File: config.mk
export PLATFORM = sky130hd
export DESIGN_NAME = lane_rr_merge
export DESIGN_NICKNAME = d
export VERILOG_FILES = /design/src/rtl/lane_rr_merge_pkg.sv /design/src/rtl/lane_rr_merge_skid.sv /design/src/rtl/lane_rr_merge.sv
export SDC_FILE = /design/constraint.sdc
export NUM_CORES = 1
export LEC_CHECK = 0
export CAP_MARGIN = 20
export CORE_ASPECT_RATIO = 2
export CORE_UTILIZATION = 40
export CTS_CLUSTER_SIZE = 14
export DETAILED_ROUTE_END_ITERATION = 6
export GPL_ROUTABILITY_DRIVEN = 0
export GPL_TIMING_DRIVEN = 0
export SYNTH_ARGS = -nofsm -noshare
export SYNTH_HDL_FRONTEND = slang
export SYNTH_SLANG_ARGS = --single-unit
File: constraint.sdc
create_clock -name clk -period 5.3 [get_ports clk]
set_input_delay 1.59 -clock clk [delete_from_list [all_inputs] [get_ports clk]]
set_output_delay 1.59 -clock clk [all_outputs]
set_load 0.02 [all_outputs]
File: src/rtl/lane_rr_merge_pkg.sv
// lane_rr_merge_pkg
//   Shared types and helpers for the lane round-robin merger.
//   - DATA_W_DEF : default payload width
//   - beat_t     : one buffered beat {data, last} at the default width
//   - rr_next()  : rotate-priority first-set search used by the arbiter
//   Optional feature macro used by lane_rr_merge: LANE_RR_MERGE_PKT_LOCK_EN
package lane_rr_merge_pkg;

  localparam int DATA_W_DEF = 32;

  // Upper bound on lanes the arbiter helper can search.
  localparam int MAX_LANES = 32;
  localparam int RR_IDX_W  = 5;

  typedef struct packed {
    logic [DATA_W_DEF-1:0] data;
    logic                  last;
  } beat_t;

  // Returns the first set bit of req at or after ptr, wrapping at n.
  // Returns 0 when req is empty; callers qualify the result with |req.
  function automatic logic [RR_IDX_W-1:0] rr_next(
    input logic [MAX_LANES-1:0] req,
    input logic [RR_IDX_W-1:0]  ptr,
    input int unsigned          n
  );
    logic [RR_IDX_W-1:0] pick;
    logic                found;
    int unsigned         idx;
    pick  = '0;
    found = 1'b0;
    for (int unsigned off = 0; off < MAX_LANES; off++) begin
      idx = 32'(ptr) + off;
      if (idx >= n) idx = idx - n;
      if ((off < n) && !found && req[idx[RR_IDX_W-1:0]]) begin
        pick  = idx[RR_IDX_W-1:0];
        found = 1'b1;
      end
    end
    return pick;
  endfunction

endpackage

File: src/rtl/lane_rr_merge_skid.sv
// lane_skid_buf
//   Two-entry FIFO of beats for one input lane. Head is always slot 0, so the
//   beat presented on head never changes until it is popped.
//   Ports:
//     clk, rst : clock, synchronous active-high reset (empties the buffer)
//     push,din : write a beat (ignored when already holding two)
//     pop      : remove the head beat (ignored when empty)
//     head     : oldest held beat
//     count    : number of held beats, 0..2
module lane_skid_buf
  import lane_rr_merge_pkg::*;
#(
  parameter type beat_type = beat_t
) (
  input  logic       clk,
  input  logic       rst,
  input  logic       push,
  input  beat_type   din,
  input  logic       pop,
  output beat_type   head,
  output logic [1:0] count
);

  beat_type   slot_reg [2];
  logic [1:0] count_reg;
  logic       do_push;
  logic       do_pop;

  assign do_pop  = pop && (count_reg != 2'd0);
  assign do_push = push && (count_reg != 2'd2);

  always_ff @(posedge clk) begin
    if (rst) begin
      count_reg <= 2'd0;
    end else begin
      case ({do_push, do_pop})
        2'b10:   count_reg <= count_reg + 2'd1;
        2'b01:   count_reg <= count_reg - 2'd1;
        default: count_reg <= count_reg;
      endcase
    end
  end

  // Payload slots need no reset; count alone says what is valid.
  always_ff @(posedge clk) begin
    case ({do_push, do_pop})
      2'b10: begin
        if (count_reg == 2'd0) slot_reg[0] <= din;
        else                   slot_reg[1] <= din;
      end
      2'b01: begin
        slot_reg[0] <= slot_reg[1];
      end
      2'b11: begin
        if (count_reg == 2'd1) begin
          slot_reg[0] <= din;
        end else begin
          slot_reg[0] <= slot_reg[1];
          slot_reg[1] <= din;
        end
      end
      default: ;
    endcase
  end

  assign head  = slot_reg[0];
  assign count = count_reg;

endmodule

File: src/rtl/lane_rr_merge.sv
// lane_rr_merge
//   Merges NUM_LANES valid/ready input streams into one registered output
//   stream. Each lane has a 2-entry skid buffer; a round-robin arbiter picks
//   the next lane whenever the output register can be loaded.
//   Optional feature: define LANE_RR_MERGE_PKT_LOCK_EN to keep the grant on
//   one lane from the first beat of a packet until its in_last beat.
//   Ports:
//     clk, rst           : clock, synchronous active-high reset
//     in_valid/in_ready  : per-lane handshake
//     in_data            : lane i at [i*DATA_W +: DATA_W]
//     in_last            : end-of-packet marker (used only with the lock feature)
//     out_valid/out_ready: output handshake
//     out_data, out_lane : registered payload and its source lane
//     out_last           : registered last bit (0 when the lock feature is out)
module lane_rr_merge
  import lane_rr_merge_pkg::*;
#(
  parameter  int NUM_LANES = 4,
  parameter  int DATA_W    = DATA_W_DEF,
  localparam int LANE_W    = $clog2(NUM_LANES > 1 ? NUM_LANES : 2)
) (
  input  logic                        clk,
  input  logic                        rst,
  input  logic [NUM_LANES-1:0]        in_valid,
  output logic [NUM_LANES-1:0]        in_ready,
  input  logic [NUM_LANES*DATA_W-1:0] in_data,
  input  logic [NUM_LANES-1:0]        in_last,
  output logic                        out_valid,
  input  logic                        out_ready,
  output logic [DATA_W-1:0]           out_data,
  output logic [LANE_W-1:0]           out_lane,
  output logic                        out_last
);

  typedef struct packed {
    logic [DATA_W-1:0] data;
    logic              last;
  } lane_beat_t;

  lane_beat_t             lane_din   [NUM_LANES];
  lane_beat_t             lane_head  [NUM_LANES];
  logic [1:0]             lane_count [NUM_LANES];
  logic [NUM_LANES-1:0]   push;
  logic [NUM_LANES-1:0]   pop;
  logic [NUM_LANES-1:0]   nonempty;
  logic [NUM_LANES-1:0]   req;

  logic                   loadable;
  logic                   any_req;
  logic                   load;
  logic [LANE_W-1:0]      winner;
  lane_beat_t             sel_beat;
  logic [LANE_W-1:0]      rr_ptr_reg;

  logic                   out_valid_reg;
  logic [DATA_W-1:0]      out_data_reg;
  logic [LANE_W-1:0]      out_lane_reg;
  logic                   out_last_reg;

  assign loadable = !out_valid_reg || out_ready;
  assign load     = loadable && any_req;

  generate
    for (genvar gi = 0; gi < NUM_LANES; gi++) begin : g_lane
      // Ready comes only from the registered count, never from out_ready.
      assign in_ready[gi] = !rst && (lane_count[gi] != 2'd2);
      assign push[gi]     = in_valid[gi] && in_ready[gi];
      assign nonempty[gi] = (lane_count[gi] != 2'd0);
      assign pop[gi]      = load && (winner == LANE_W'(gi));

      assign lane_din[gi].data = in_data[gi*DATA_W +: DATA_W];
`ifdef LANE_RR_MERGE_PKT_LOCK_EN
      assign lane_din[gi].last = in_last[gi];
`else
      assign lane_din[gi].last = 1'b0;
`endif

      lane_skid_buf #(
        .beat_type (lane_beat_t)
      ) u_skid (
        .clk   (clk),
        .rst   (rst),
        .push  (push[gi]),
        .din   (lane_din[gi]),
        .pop   (pop[gi]),
        .head  (lane_head[gi]),
        .count (lane_count[gi])
      );
    end
  endgenerate

`ifdef LANE_RR_MERGE_PKT_LOCK_EN
  logic              lock_reg;
  logic [LANE_W-1:0] lock_lane_reg;

  // While locked only the owning lane may request; others simply wait.
  generate
    for (genvar gi = 0; gi < NUM_LANES; gi++) begin : g_req
      assign req[gi] = nonempty[gi] && (!lock_reg || (lock_lane_reg == LANE_W'(gi)));
    end
  endgenerate

  always_ff @(posedge clk) begin
    if (rst) begin
      lock_reg      <= 1'b0;
      lock_lane_reg <= '0;
    end else if (load) begin
      lock_reg      <= !sel_beat.last;
      lock_lane_reg <= winner;
    end
  end
`else
  assign req = nonempty;

  // Last bits are not carried in this build.
  logic unused_last;
  assign unused_last = ^{in_last, sel_beat.last};
`endif

  generate
    if (NUM_LANES > 1) begin : g_arb
      assign winner  = LANE_W'(rr_next(MAX_LANES'(req), RR_IDX_W'(rr_ptr_reg), NUM_LANES));
      assign any_req = |req;

      always_ff @(posedge clk) begin
        if (rst) begin
          rr_ptr_reg <= '0;
        end else if (load) begin
          rr_ptr_reg <= (winner == LANE_W'(NUM_LANES - 1)) ? '0 : winner + LANE_W'(1);
        end
      end
    end else begin : g_single
      assign winner     = '0;
      assign any_req    = req[0];
      assign rr_ptr_reg = '0;
    end
  endgenerate

  always_comb begin
    sel_beat = '0;
    for (int i = 0; i < NUM_LANES; i++) begin
      if (winner == LANE_W'(i)) sel_beat = lane_head[i];
    end
  end

  always_ff @(posedge clk) begin
    if (rst) begin
      out_valid_reg <= 1'b0;
      out_data_reg  <= '0;
      out_lane_reg  <= '0;
      out_last_reg  <= 1'b0;
    end else if (loadable) begin
      if (any_req) begin
        out_valid_reg <= 1'b1;
        out_data_reg  <= sel_beat.data;
        out_lane_reg  <= winner;
`ifdef LANE_RR_MERGE_PKT_LOCK_EN
        out_last_reg  <= sel_beat.last;
`else
        out_last_reg  <= 1'b0;
`endif
      end else begin
        out_valid_reg <= 1'b0;
      end
    end
  end

  assign out_valid = out_valid_reg;
  assign out_data  = out_data_reg;
  assign out_lane  = out_lane_reg;
  assign out_last  = out_last_reg;

endmodule

==> impl_metrics.py <==
metrics = {
    "outcome": {
        "status": "finished, final reports clean",
    },
    "worst_setup_path": {
        "crit_path_end_kind": "flip-flop",
        "cp_max_fo": 10,
        "crit_required_ns": 5.57,
        "rr_worst_depth": 15,
        "startpoint_type": "flip-flop",
        "path_class": "reg2reg",
        "worst_ep_arrival_time_ns": 5.22,
    },
    "floorplan": {
        "core-area_um2": 31430,
        "dieArea_um2": 32660,
        "num_rows": 92,
        "initial_core_util_pct": 40.61,
        "die_y_um": 254.6,
        "ios": 179,
        "dieWidth_um": 128.3,
    },
    "global_route": {
        "overflow": 0,
        "grt_max_degree": 33,
        "first_global_vias": 7989,
        "grt_usage_pct": 20.40,
        "grt_pass1_wl_um": 48390,
        "grt_antenna_before_repair": 2,
    },
    "place": {
        "detailed_place_hpwl_um": 23840,
        "numPortBuffers": 173,
        "dp_cells": 1451,
        "postPlaceCellArea_um2": 15250,
    },
    "sta": {
        "period_minus_slack_ns": 4.942,
        "fin_skew_ns": 0.02125,
        "tns_ns": 0,
        "setup_viol": 0,
        "rsz0062_at_grt": "false",
        "tightest_slew_ns": 0.9038,
        "slew_headroom_pct": 39.75,
        "max_freq_mhz": 202.4,
        "maxSlewViolCount": 0,
        "post-route-period-util_pct": 93.24,
        "final_hold_viol_count": 0,
    },
    "power": {
        "ir_drop_v": 0.0003359,
        "totalPowerFinal_mw": 11.22,
        "power_density_nw_per_um2": 696.7,
        "leakage_nw": 5.619,
    },
    "clocking": {
        "cts_setup_buffers": 0,
        "root_buffer": "clkbuf_16",
        "cts_resized": 0,
        "clk_pin_slew_ns": 0.07,
        "tritoncts": "yes",
        "h-tree-depth": 1,
        "cts_made_buffers": 27,
        "cts_sinks": 301,
        "clock_latency_ns": 0.54,
        "cts_hold_buf": 0,
        "clock_path_buffers": 3,
    },
    "synth": {
        "synth_top_cell_by_area": "edfxtp_1",
        "yosys.area.top_type_share_pct": 60.24,
        "yosys_register_bits": 301,
        "synth_area_leaders": "edfxtp_1 60%, mux2_2 8.6%, dfxtp_1 7.1%, mux2_4 3.6%, ha_1 2.9%",
        "synth.net_count": 1017,
        "synth_area_um2": 12760,
        "seq_area_frac_synth_pct": 67.30,
        "synthCells": 848,
        "synth_edf_count": 256,
        "yosysWarningCount": 0,
        "avgSynthCellArea_um2": 15.05,
        "yosysUniqueCellTypes": 43,
        "synthTopCellsByCount": "256 x edfxtp_1, 98 x mux2_2, 63 x nor3_1",
        "synth_ff_type": "edfxtp_1",
        "ys_async_sr_fraction_pct": 0,
        "synth.most_common_cell": "edfxtp_1",
    },
    "final_layout": {
        "final_layout_size_suffix_gt1_share_pct": 19.80,
        "fin_cells": 1501,
        "syn_to_final_growth_pct": 26.15,
        "final_util_pct": 51.23,
        "layout.nets": 1225,
        "regArea_um2": 8588,
        "finish.instance_area_um2": 16100,
        "nFillCells": 2693,
        "largest_reg_flops": 256,
        "multiInputGateArea_um2": 3895,
    },
    "route": {
        "dr_wl_met2_um": 18270,
        "met1_length_um": 12080,
        "drc": 0,
        "wl_per_cell_um": 21.73,
        "drt_wl_total_um": 32620,
        "drt-initial-drc-count": 449,
        "vias": 7748,
        "dr.max_layer_used": "met4",
        "wl_met3_um": 1179,
        "drtAntennaViolNets": 0,
        "via_per_inst": 5.162,
        "first_pass_iters": 5,
    },
    "flow_run": {
        "max_cap_violations": 0,
    },
    "worst_hold_path": {
        "worstHoldPathType": "reg2reg",
        "worstHoldPathCells": 2,
    },
}
## per-layer routing
layer | GRT usage [%] | vias to the layer above
li1 | - | 3632
met1 | 22.84 | 3853
met2 | 38.95 | 217
met3 | 2.077 | 46
met4 | 7.933 | 0
met5 | 0 | -
## worst paths after layout
check | start | end | slack, ns
worst min register to register | out_data[17] | out_data[17] | 0.49
worst max-delay path | rr_ptr_reg[0] | g_lane[1].u_skid.slot_reg[0][17] | 0.36
worst min-delay path | out_data[17] | out_data[17] | 0.49
worst max register to register | rr_ptr_reg[0] | g_lane[1].u_skid.slot_reg[0][17] | 0.36
## worst max-delay path, cell delays in order (launching register included)
cell      delay, ns
dfxtp_1        0.39
buf_2          0.25
inv_1          0.15
ha_1           0.32
buf_6          0.13
a21boi_0       0.27
nand2_1        0.13
or3b_2         0.45
a31oi_1        0.39
ha_2           0.43
nor3b_2        0.38
ha_1           0.24
nand2_1        0.05
nand2_1        0.29
buf_2          0.40
mux2_2         0.39
## cell usage in the layout, fill, tap and decap left out, types with 3 or more instances in the layout
master and instances:
buf_2 13, nand2_1 28, a31oi_1 3, a211oi_1 37
nor3_1 63, ha_1 29, mux2_4 31, xor2_1 8
a21oi_4 4, o21ai_0 3, clkinv_2 3, nor2_1 47
a221oi_1 31, edfxtp_1 256, buf_16 3, nand4b_1 4
inv_1 23, clkbuf_16 27, nand2_2 3, clkbuf_1 46
buf_12 4, nand3_1 5, clkdlybuf4s50_1 173, mux2_2 98
a21oi_1 8, and3_1 4, mux2i_1 4, dfxtp_1 45
buf_6 5, nor2b_1 32
## cell type report
type | count | share of cell area [%]
antenna | 2 | 0.03109
buffer | 53 | 1.624
clock buffer | 43 | 4.695
clock inverter | 6 | 0.5130
inverter | 23 | 0.5363
multi-input combinational | 470 | 24.20
sequential | 301 | 53.35
tap | 423 | 3.288
timing repair buffer | 180 | 11.77
## stage by stage
stage | hold slack (ns) | setup slack (ns)
after floorplan | 0.4788 | 0.07256
after global placement | 0.4800 | -2.044
after detailed placement | 0.4797 | 0.1784
after CTS | 0.4922 | 0.1319
after global routing | 0.5118 | 0.009938
final | 0.4897 | 0.3582
## logic make-up (layout without fill, tap and decap cells)
| kind of cell | count (synthesis) | count (layout) | share of synthesized area (%) |
|---|---|---|---|
| AOI/OAI and AO/OA | 99 | 99 | 5.873 |
| muxes | 133 | 133 | 12.61 |
| other | 1 | 3 | 0.02939 |
| xor gates and xnor gates | 8 | 8 | 0.5491 |
| buffers and inverters | 77 | 305 | 2.745 |
| adders and majority gates | 30 | 30 | 2.941 |
| DFF | 301 | 301 | 67.30 |
| and+or+nand+nor | 199 | 199 | 7.952 |
## power breakdown
group	internal, mW	switching [mW]
logic	2.13	3.39
registers	3.54	0.248
clock network	1.07	0.840
No activity file was read; power rests on OpenSTA's default activity.
